**config.mk**
```make
export PLATFORM = sky130hd
export DESIGN_NAME = reset_sequencer_flat
export DESIGN_NICKNAME = d
export VERILOG_FILES = /design/src/rtl/rst_seq_pkg.sv /design/src/rtl/reset_sequencer_if.sv /design/src/rtl/rst_seq_timer.sv /design/src/rtl/reset_sequencer.sv /design/src/flat_wrapper.sv
export SDC_FILE = /design/constraint.sdc
export NUM_CORES = 1
export LEC_CHECK = 0
export CAP_MARGIN = 20
export CORE_MARGIN = 3
export CORE_UTILIZATION = 61
export CTS_CLUSTER_DIAMETER = 100
export DETAILED_ROUTE_END_ITERATION = 7
export DONT_BUFFER_PORTS = 1
export GPL_TIMING_DRIVEN = 0
export PLACE_DENSITY = 0.84
export SYNTH_ARGS = -nofsm -noshare
export SYNTH_HDL_FRONTEND = slang
export SYNTH_SLANG_ARGS = --single-unit
```
**constraint.sdc**
```tcl
create_clock -name clk -period 2.4 [get_ports clk]
set_clock_uncertainty 0.1 [all_clocks]
set_input_delay 0.24 -clock clk [delete_from_list [all_inputs] [get_ports clk]]
set_output_delay 0.24 -clock clk [all_outputs]
set_load 0.02 [all_outputs]
```
**src/rtl/rst_seq_pkg.sv**
```systemverilog
// Shared types and helpers for the staged reset sequencer.
package rst_seq_pkg;

  typedef enum logic [1:0] {
    HOLD    = 2'd0,
    RELEASE = 2'd1,
    RUN     = 2'd2,
    ACK     = 2'd3
  } rst_seq_state_t;

  function automatic int unsigned max_u(input int unsigned a, input int unsigned b);
    return (a > b) ? a : b;
  endfunction

endpackage

```
**src/rtl/reset_sequencer_if.sv**
```systemverilog
// Software request handshake and staged reset outputs of one clock domain.
interface reset_sequencer_if #(
  parameter int unsigned NUM_STAGES = 4
) ();

  logic                  sw_rst_req;
  logic                  sw_rst_ack;
  logic [NUM_STAGES-1:0] stage_rst_out;
  logic                  all_released;
  logic                  busy;

  modport master (
    output sw_rst_req,
    input  sw_rst_ack,
    input  stage_rst_out,
    input  all_released,
    input  busy
  );

  modport slave (
    input  sw_rst_req,
    output sw_rst_ack,
    output stage_rst_out,
    output all_released,
    output busy
  );

endinterface

```
**src/rtl/rst_seq_timer.sv**
```systemverilog
// Interval timer: counts while enabled, cleared synchronously, flags terminal count.
module rst_seq_timer #(
  parameter int unsigned CNT_W = 4
) (
  input  logic             clk,
  input  logic             rst,
  input  logic             clr,
  input  logic             en,
  input  logic [CNT_W-1:0] tc_val,
  output logic             tc
);

  logic [CNT_W-1:0] cnt;

  always_ff @(posedge clk) begin
    if (rst || clr) begin
      cnt <= '0;
    end else if (en) begin
      cnt <= cnt + CNT_W'(1);
    end
  end

  assign tc = en && (cnt == tc_val);

endmodule

```
**src/rtl/reset_sequencer.sv**
```systemverilog
// Staged reset generator: holds every stage, releases them in index order,
// and restarts on rst or on a 4-phase software request.
module reset_sequencer
  import rst_seq_pkg::*;
#(
  parameter int unsigned NUM_STAGES  = 4,
  parameter int unsigned HOLD_CYCLES = 16,
  parameter int unsigned STAGE_GAP   = 8
) (
  input  logic              clk,
  input  logic              rst,
  reset_sequencer_if.slave  bus
);

  localparam int unsigned CNT_W = $clog2(max_u(HOLD_CYCLES, STAGE_GAP) + 1);
  localparam int unsigned IDX_W = $clog2(NUM_STAGES + 1);

  if (NUM_STAGES < 1 || HOLD_CYCLES < 1 || STAGE_GAP < 1) begin : g_param_check
    $error("reset_sequencer: NUM_STAGES, HOLD_CYCLES and STAGE_GAP must all be >= 1");
  end

  rst_seq_state_t        state, state_d;
  logic [IDX_W-1:0]      stage_idx, stage_idx_d;
  logic [NUM_STAGES-1:0] stage_rst, stage_d;
  logic                  pending, pending_d;
  logic                  ack, ack_d;
  logic                  all_rel;
  logic                  busy_r;
  logic                  done_c;
  logic                  timer_en_c;
  logic                  timer_clr_c;
  logic [CNT_W-1:0]      tc_val_c;
  logic                  tc_c;

  // Timer runs only while stages are being held or released; restarts on every state change.
  assign timer_en_c  = (state == HOLD) || (state == RELEASE);
  assign tc_val_c    = (state == HOLD) ? CNT_W'(HOLD_CYCLES - 1) : CNT_W'(STAGE_GAP - 1);
  assign timer_clr_c = tc_c || (state_d != state);

  rst_seq_timer #(
    .CNT_W (CNT_W)
  ) u_timer (
    .clk    (clk),
    .rst    (rst),
    .clr    (timer_clr_c),
    .en     (timer_en_c),
    .tc_val (tc_val_c),
    .tc     (tc_c)
  );

  always_comb begin
    state_d     = state;
    stage_idx_d = stage_idx;
    stage_d     = stage_rst;
    pending_d   = pending;
    ack_d       = ack;
    done_c      = 1'b0;

    unique case (state)
      HOLD: begin
        if (tc_c) begin
          stage_d[0]  = 1'b0;
          stage_idx_d = IDX_W'(1);
          if (NUM_STAGES == 1) begin
            done_c = 1'b1;
          end else begin
            state_d = RELEASE;
          end
        end
      end
      RELEASE: begin
        if (tc_c) begin
          for (int i = 0; i < NUM_STAGES; i++) begin
            if (IDX_W'(i) == stage_idx) begin
              stage_d[i] = 1'b0;
            end
          end
          stage_idx_d = stage_idx + IDX_W'(1);
          done_c      = (stage_idx == IDX_W'(NUM_STAGES - 1));
        end
      end
      RUN: begin
        if (bus.sw_rst_req && !ack) begin
          stage_d     = '1;
          stage_idx_d = '0;
          pending_d   = 1'b1;
          state_d     = HOLD;
        end
      end
      ACK: begin
        if (!bus.sw_rst_req) begin
          ack_d   = 1'b0;
          state_d = RUN;
        end
      end
      default: begin
        state_d = HOLD;
      end
    endcase

    // Last stage released: a software-started sequence finishes through ACK.
    if (done_c) begin
      state_d   = pending ? ACK : RUN;
      ack_d     = pending;
      pending_d = 1'b0;
    end
  end

  always_ff @(posedge clk) begin
    if (rst) begin
      state     <= HOLD;
      stage_idx <= '0;
      stage_rst <= '1;
      pending   <= 1'b0;
      ack       <= 1'b0;
      all_rel   <= 1'b0;
      busy_r    <= 1'b1;
    end else begin
      state     <= state_d;
      stage_idx <= stage_idx_d;
      stage_rst <= stage_d;
      pending   <= pending_d;
      ack       <= ack_d;
      all_rel   <= ~|stage_d;
      busy_r    <= |stage_d;
    end
  end

  assign bus.stage_rst_out = stage_rst;
  assign bus.all_released  = all_rel;
  assign bus.busy          = busy_r;
  assign bus.sw_rst_ack    = ack;

endmodule

```
**src/flat_wrapper.sv**
```systemverilog
// flat-port wrapper written by rule: the top's interface ports become plain ports
module reset_sequencer_flat import rst_seq_pkg::*;
#(
  parameter int unsigned NUM_STAGES  = 4,
  parameter int unsigned HOLD_CYCLES = 16,
  parameter int unsigned STAGE_GAP   = 8
)
  (clk, rst, bus_sw_rst_req, bus_sw_rst_ack, bus_stage_rst_out, bus_all_released, bus_busy);
  reset_sequencer_if #(.NUM_STAGES(NUM_STAGES)) bus_i ();
  input  logic clk;
  input  logic rst;
  input wire logic [$bits(bus_i.sw_rst_req)-1:0] bus_sw_rst_req;
  output wire logic [$bits(bus_i.sw_rst_ack)-1:0] bus_sw_rst_ack;
  output wire logic [$bits(bus_i.stage_rst_out)-1:0] bus_stage_rst_out;
  output wire logic [$bits(bus_i.all_released)-1:0] bus_all_released;
  output wire logic [$bits(bus_i.busy)-1:0] bus_busy;
  assign bus_i.sw_rst_req = bus_sw_rst_req;
  assign bus_sw_rst_ack = bus_i.sw_rst_ack;
  assign bus_stage_rst_out = bus_i.stage_rst_out;
  assign bus_all_released = bus_i.all_released;
  assign bus_busy = bus_i.busy;
  reset_sequencer #(.NUM_STAGES(NUM_STAGES), .HOLD_CYCLES(HOLD_CYCLES), .STAGE_GAP(STAGE_GAP)) u_core (.clk(clk), .rst(rst), .bus(bus_i));
endmodule
```
Yosys cells after proc, flatten, opt, wreduce, memory -nomap -nowiden
Index checks and enable logic that the tools add are counted.
- logic and storage cells: 64
- output and inout bits: 7
- input port bits: 3
- register bits: 18
- multiplexer cells: 25
- add/sub/neg operators: 2
- equal/unequal tests: 13
- reduce and logical (&&, ||, !) cells: 16
- operator list (operator ; count):
    $mux W4 ; 3
    $mux W1 ; 11
    $mux W3 ; 3
    $pmux W3 S3 ; 1
    $mux W2 ; 4
    $ne A2 B1 Y1 const B ; 4
    $eq A2 B3 Y1 const A ; 2
    $pmux W2 S3 ; 1
    $pmux W3 S2 ; 1
    $add A5 B1 Y5 const B ; 1
    $eq A5 B5 Y1 ; 1
    $eq A2 B2 Y1 const B ; 2
    $reduce_and A2 Y1 ; 2
    $reduce_and A4 Y1 ; 1
    $reduce_or A4 Y1 ; 1
    $add A3 B1 Y3 const B ; 1
    $eq A1 B3 Y1 const A ; 1
    $eq A3 B2 Y1 const B ; 1
    $logic_not A3 Y1 ; 1
    $logic_or A1 B1 Y1 ; 3
    $pmux W1 S3 ; 1
    $reduce_bool A3 Y1 ; 1
    $eq A2 B1 Y1 const B ; 1
    $logic_and A1 B1 Y1 ; 2
    other kinds (5) ; 6

Logic depth before layout (Yosys ltp)
Gate-level depths: netlist (run 1).
- word-level depth: 10
- mapped depth: 8
- depth with buffers taken out: 6

Hierarchy
Synthesis (run 1) repeated with hierarchy kept, for this count alone.
- cells, all modules: 118
- area total of the unflattened synthesis: 1078.5 sq um
- modules (own cells, without submodules) (module ; seq. area each (sq um) ; area an instance (sq um) ; times used ; cells each):
    reset_sequencer ; 260.2 ; 823.3 ; 1 ; 92
    rst_seq_timer ; 100.1 ; 255.2 ; 1 ; 26

Worst setup path before layout (run 1)
Ideal clock, no wire load.
- kind: flip-flop to flip-flop
- from: register u_core.state[1]
- to: register u_core.busy_r (netlist: u_core.bus.busy)
- data arrival time: 1.885 ns
- path buffers: 0
- clock period less this slack: 2.119 ns
- stages on the path, launching flop included: 7
- required time: 2.166 ns
- slack: 0.281 ns
- setup time: 0.134 ns
- cell sequence: dfxtp_1 > inv_1 > ha_1 > or3b_4 > a211oi_2 > a41oi_2 > or4_1
- word-level cells in the longest chain between the ends: 7
- elaborated cells on any way between the ends: 12
- those cells by class: eq/ne (3); mux (5); reduce/logical (4)
- RTL lines (what ; line ; source):
    start: declaration ; reset_sequencer.sv:22 ; rst_seq_state_t state, state_d;
    start signal: assignment ; reset_sequencer.sv:119 ; state <= state_d;
    $logic_not A2 Y1 ; reset_sequencer.sv:36, reset_sequencer.sv:37, reset_sequencer.sv:59 ;
    $mux W4 ; reset_sequencer.sv:37 ; assign tc_val_c = (state == HOLD) ? CNT_W'(HOLD_CYCLES - 1) : CNT_W'(STAGE_GAP - 1);
    $eq A5 B5 Y1 ; rst_seq_timer.sv:23 ; assign tc = en && (cnt == tc_val);
    $logic_and A1 B1 Y1 ; rst_seq_timer.sv:23 ;
    $mux W4 / $mux W1 (equally long branches) ; reset_sequencer.sv:72, reset_sequencer.sv:61 ;
    $pmux W1 S3 / $pmux W3 S2 (equally long branches) ; reset_sequencer.sv:59 ; unique case (state)
    $reduce_or A4 Y1 * ; reset_sequencer.sv:125 ; busy_r <= |stage_d;
    end signal: assignment ; reset_sequencer.sv:125 ;
    end: declaration ; reset_sequencer.sv:28 ; logic busy_r;
Mark *: on every way between the ends. The rest lies on a longest branch, timed or not.
A chain may end at the register's enable or synchronous reset.

Worst setup path in the final report (run 1)
- from: register u_core.state[0]
- to: register u_core.busy_r (netlist: u_core.bus.busy)
Same word-level chain as after synthesis.

==> run metrics, run 1 <==
CTS H-tree lvls 1; DRT antenna net count 0; final setup vio count 0; Initial Utilization 67.5%; Antenna diodes 0; Post-CTS Setup Inserts 0; hold slack approximately 54 ps; cells along the critical path inv_1 > ha_1 > buf_6 > or3b_4 > a21oi_1 > a31oi_1 > or4_1; CP Capture Type flop; final worst-path cycle share approximately 96%; internal power slightly above 0.4 mW; DIE HEIGHT 47.8 µm; pwr/cell area between 400 and 500 nW/µm²; largest net degree at the start of global routing 11; clock power share 36.5%; Routed WL per cell 16.1 µm; CP max-delay cell or4_1; Switching Share between 20% and 30%; number of synthesized flops with an enable pin 0; hold depth 2; Crit path largest cell delay ~540 ps; syn nets 129; worst slew pin tran 609 ps; RSZ-0062 raised after global routing no; Pleak around 0.4 nW; syn_area_per_cell 9.18 µm²; pre-CTS setup slack 102 ps; die width 47.8 µm; root buffer cell clkbuf_4; worst vdd ir 0.442 mV; Min-Delay Path Class primary input to flop; Yosys reg bits 18; first-pass GRT wire length roughly 3.5 mm; Final Cell Area 1140 µm²; Startpoint Class flop; Crit path max-delay family simple AND/OR/NAND/NOR gates; CTS Buf Count 3; r2r setup slk 110 ps; clock sink count 18; R2R cell count 7; FF-to-FF Start u_core.state[0]; CTS tree done; Max clock buf depth 2; initial antenna violation count 0; status complete, no violations; Yosys Warn Count 0; Mapped Area 1060 µm²; CP arrival 2380 ps; clk_lat worst skew approximately 300 ps; Fill cells 124; Worst Hold Launch rst; Vias/cell 6.49; Seq pwr share between 50 and 60%; Max-slew headroom 58.9%; Critical R2R Capture u_core.bus.busy; die area 2280 µm²; Seq/Total Area, Yosys between 30% and 40%; DRT iter0 DRCs 25; Max Cap Viol 0; overall power 0.516 mW; share of cells above drive strength 1 17.5%; # nets final 134; worst-path fanout max 10; First-pass DRT Iterations 4; fmax 0.436 GHz; vias between 800 and 900; grt ovf 0; IO Pins 10; final WL roughly 2.2 mm; Clock transition at path regs 100 ps; area of the core 1580 µm²; worst setup margin 107 ps; WP buf/inv 2; Post-Route Setup TNS 0 ps; Slew Limit Fails 0; Final Critical Period 2290 ps; Synth Flop Type dfxtp_1; vias in the first global route 831; Area Overhead vs Synth 6.70%; Synth async-reset ratio 0%; Hold Vio Cnt, Final 0; Worst Path Class, Setup flop to flop; gpl congestion 0.861; Post-DP HPWL roughly 1.7 mm; post-synthesis cell type count 42; hold-critical path endpoint u_core.stage_idx[0]; CP required 2490 ps; All-Layer GR Usage 22.6%; Comb pwr share 3.8%; row cnt 14; switching power 0.112 mW; IO Port Bufs 0; placed cell area 1080 µm²; cell count after synthesis 116; DRC viols 0
==> registers in the layout (all words and copies together) (netlist names) <==
signal,count
u_core.state,2
u_core.bus.sw_rst_ack,1
u_core.bus.stage_rst_out,4
u_core.u_timer.cnt,5
u_core.pending,1
u_core.bus.all_released,1
u_core.bus.busy,1
u_core.stage_idx,3
==> worst max-delay path by stage <==
| stage | startpoint | end | slack [ps] | cells after the start |
|---|---|---|---|---|
| 2_1_floorplan | u_core.state[1] | u_core.bus.busy | 280 | 6 |
| 3_3_place_gp | u_core.state[1] | u_core.bus.busy | 160 | 6 |
| 3_5_place_dp | u_core.state[1] | u_core.bus.busy | 100 | 6 |
| 4_1_cts | u_core.state[1] | u_core.bus.busy | 90 | 6 |
| 5_1_grt | u_core.state[0] | u_core.bus.busy | 20 | 7 |
| 6_report | u_core.state[0] | u_core.bus.busy | 110 | 7 |
==> stage by stage <==
step | utilization, % | instances
3_5_place_dp | 68.8 | 132
3_3_place_gp | 68.8 | 132
4_1_cts | 71.1 | 136
6_report | 72.1 | 136
5_1_grt | 72.1 | 136
2_1_floorplan | - | 116
==> layout by cell type (no fill, tap or decap), drive strengths merged, types with 2 or more instances in the layout <==
cell type and count:
nand4 2, or4 3, a31oi 3, buf 3
a21oi 9, xor2 4, a211oi 3, or3b 3
dfxtp 18, o21ai 6, inv 9, ha 10
nor3 3, a221oi 3, nand2 6, clkbuf 4
nor2 6, or2 5
==> what timing repair did <==
action / in CTS / in global routing
endpoints found under the hold margin: 0 / 0
gates resized for setup: 0 / 3
hold buffers: 0 / 0
setup endpoints to repair: 0 / 1
==> worst register-to-register path: cells and delay by family (launching register included) <==
family | cells | cell delay [ps]
flops | 1 | 360
buf+inv | 2 | 260
simple gates | 2 | 950
compound gates | 2 | 280
fa+ha+maj | 1 | 230
==> power groups by stage <==
stage               clock, mW  combinational (mW)  sequential (mW)
floorplan                   0              0.0156            0.313
global placement            0              0.0184            0.314
detailed placement          0              0.0195            0.315
CTS                     0.193              0.0196            0.308
global route            0.203              0.0216            0.309
finish                  0.188              0.0197            0.308
==> cell type report <==
cell class / count / area (µm²) / area share [%]
Buffer: 4 / 36.3 / 3.19
Tap cell: 16 / 20.0 / 1.76
Sequential cell: 18 / 363 / 31.9
Clock buffer: 4 / 36.3 / 3.19
Multi-Input combinational cell: 85 / 647 / 56.9
Inverter: 9 / 33.8 / 2.97
==> layer usage <==
metal / share of wire [%] / vias to the layer above / global-route usage, %
met5: 0 / - / 0
met4: 2.2 / 0 / 14.5
met3: 7.1 / 5 / 5.64
met2: 50 / 40 / 35.6
met1: 41 / 409 / 27.0
li1: - / 429 / -
==> synth_stat cells, types with 2 or more instances <==
cell type	instances	area, µm²
dfxtp_1	18	360
ha_1	10	125
a21oi_1	9	45.0
inv_1	9	33.8
nand2_1	6	22.5
nor2_1	6	22.5
o21ai_0	6	30.0
or2_2	4	25.0
xor2_1	4	35.0
a221oi_1	3	26.3
a31oi_1	3	18.8
or4_1	3	22.5
a211oi_1	2	15.0
buf_6	2	22.5
nand4_1	2	12.5
nor3_1	2	10.0
or3b_2	2	17.5
==> cells by family after synthesis <==
| group | count (synthesis) | share of synthesized area [%] |
|---|---|---|
| and+or+nand+nor | 39 | 23.4 |
| AOI/OAI and AO/OA | 30 | 19.4 |
| muxes | 1 | 0.940 |
| adders and majority gates | 10 | 11.8 |
| buffers and inverters | 13 | 6.58 |
| xor gates and xnor gates | 5 | 4.11 |
| DFF | 18 | 33.8 |
Power figures use the tool's default switching activity.
==> inputs of run 2 (changes only) <==
--- a/config.mk
+++ b/config.mk
@@ -12,7 +12,7 @@
 export DETAILED_ROUTE_END_ITERATION = 7
 export DONT_BUFFER_PORTS = 1
 export GPL_TIMING_DRIVEN = 0
-export PLACE_DENSITY = 0.84
+export PLACE_DENSITY_LB_ADDON = 0.05
 export SYNTH_ARGS = -nofsm -noshare
 export SYNTH_HDL_FRONTEND = slang
 export SYNTH_SLANG_ARGS = --single-unit
==> run 2 against run 1 <==
Effect of this change:
- hold slack better by 14 ps
- via count is 3.3% lower
- critical endpoint unchanged
- critical path depth is 1 lower
- largest power group unchanged
- fmax is 1.0% higher
- setup slack better by 23 ps
- global-route usage is 2.4 points lower
==> run metrics, run 2 (synthesis gave the netlist of run 1 again) <==
status complete, no violations; Min-Delay Path Class primary input to flop; Hold Vio Cnt, Final 0 (unchanged); vias in the first global route 741 (-11%); Routed WL per cell 14.5 µm (-10%); Max clock buf depth 2 (unchanged); DRC viols 0 (unchanged); IO Pins 10 (unchanged); fmax 0.440 GHz (+1.0%); final setup vio count 0 (unchanged); CP arrival 2350 ps (-30 ps); Startpoint Class flop; CTS Hold Bufs 0 (unchanged); flip-flop and latch area 362 µm² (-0.34%); die area 2280 µm² (unchanged); max reg flops 5 (unchanged); Fill cells 119 (-4.0%); Final Critical Period 2270 ps (-22.6 ps); gpl congestion 0.949 (+10%); CP max-delay cell or4_1; grt ovf 0 (unchanged); Initial Utilization 67.5% (unchanged); CTS tree done; Area Overhead vs Synth 5.41%; Clock transition at path regs 100 ps (about the same); CP Capture Type flop; Post-Route Setup TNS 0 ps (unchanged); Final Cell Area 1120 µm² (-1.2%); initial antenna violation count 0 (unchanged); largest net degree at the start of global routing 11 (unchanged); CTS H-tree lvls 1 (unchanged); cells along the critical path inv_1 > ha_1 > or3b_4 > a211oi_2 > a41oi_2 > or4_1; clk_lat worst skew 290 ps (about the same); Reg with most FFs u_core.u_timer.cnt; final worst-path cycle share 94.6% (-0.94 points); Crit path largest cell delay 470 ps (-70 ps); DIE HEIGHT 47.8 µm (unchanged); Vias/cell 6.28 (-3.3%); CP required 2480 ps (about the same); IO Port Bufs 0 (unchanged); most common cell after layout, fill and taps aside dfxtp_1; Pleak 0.398 nW (-0.46%); row cnt 14 (unchanged); area of the core 1580 µm² (unchanged); Slew Limit Fails 0 (unchanged); share of cells above drive strength 1 15.8% (-1.7 points); first-pass GRT wire length 3.24 mm (-7.8%); DRT antenna net count 0 (unchanged); Post-CTS Setup Inserts 0 (unchanged); vias 854 (-3.3%); die width 47.8 µm (unchanged); # nets final 134 (unchanged); First-pass DRT Iterations 4 (unchanged); worst slew pin tran 612 ps (+2.68 ps); final WL 1.97 mm (-10%); placed cell area 1080 µm² (unchanged); DRT iter0 DRCs 22 (-12%); worst-path fanout max 5 (-5); All-Layer GR Usage 20.2% (-2.4 points); pwr/cell area 454 nW/µm² (+0.10%); clock sink count 18 (unchanged); Worst Path Class, Setup flop to flop; Post-DP HPWL 1.51 mm (-9.5%); worst vdd ir 0.447 mV (+1.1%); RSZ-0062 raised after global routing no; CTS Buf Count 3 (unchanged); Multi-input gate area 634 µm² (-1.9%); Max-slew headroom 58.8% (-0.18 points); Antenna diodes 0 (unchanged); root buffer cell clkbuf_4; most frequent cells in the layout dfxtp_1, ha_1, inv_1, a21oi_1; Max Cap Viol 0 (unchanged)
run 2: cell counts in the layout (fill, tap and decap cells not counted):
Identical to the previous run, type by type.
run 2: worst paths after layout:
check                   from               endpoint  slack, ps  cells past startpoint
max          u_core.state[0]        u_core.bus.busy        130                      6
min                      rst    u_core.stage_idx[0]         70                      2
max reg2reg  u_core.state[0]        u_core.bus.busy        130                      6
min reg2reg   u_core.pending  u_core.bus.sw_rst_ack        400                      2
run 2: repair_timing:
item | in CTS | in global routing
setup endpoints to repair | 0 | 2
resized for setup | 0 | 1
endpoints found under the hold margin | 0 | 0
run 2: layout make-up:
| cell class | count | share of cell area [%] |
|---|---|---|
| Multi-Input combinational cell | 85 | 56.5 |
| Sequential cell | 18 | 32.2 |
| Clock buffer | 4 | 3.23 |
| Buffer | 4 | 3.23 |
| Inverter | 9 | 3.01 |
| Tap cell | 16 | 1.78 |
run 2: metal layers:
metal	share of wire [%]	GRT usage [%]	up-vias
li1	-	-	433
met1	49	28.3	397
met2	45	29.3	19
met3	3.8	3.38	5
met4	2.0	10.8	0
met5	0	0	-
run 2: where the power goes:
part	switching, mW	leakage, nW	internal, mW	total [mW]
Clock	0.0909	0.0210	0.0924	0.183
Sequential	0.00431	0.146	0.303	0.307
Combinational	0.0116	0.231	0.00756	0.0191
run 2: metrics by stage:
| step | instances | util (%) | worst slack (ps) | power (mW) | hold slack, ps |
|---|---|---|---|---|---|
| floorplan | 116 | - | 281 | 0.329 | 328 |
| global route | 136 | 71.2 | 47.6 | 0.532 | 71.8 |
| global placement | 132 | 68.8 | 146 | 0.333 | 372 |
| finish | 136 | 71.2 | 130 | 0.510 | 68.2 |
| CTS | 136 | 71.1 | 90.5 | 0.516 | 62.2 |
| detailed placement | 132 | 68.8 | 118 | 0.334 | 377 |
run 2: critical path: cells and delay by family (launching register included):
kind,cells,cell delay (ps)
compound gates,2,340
buf+inv,1,100
simple gates,2,880
flops,1,380
fa+ha+maj,1,350
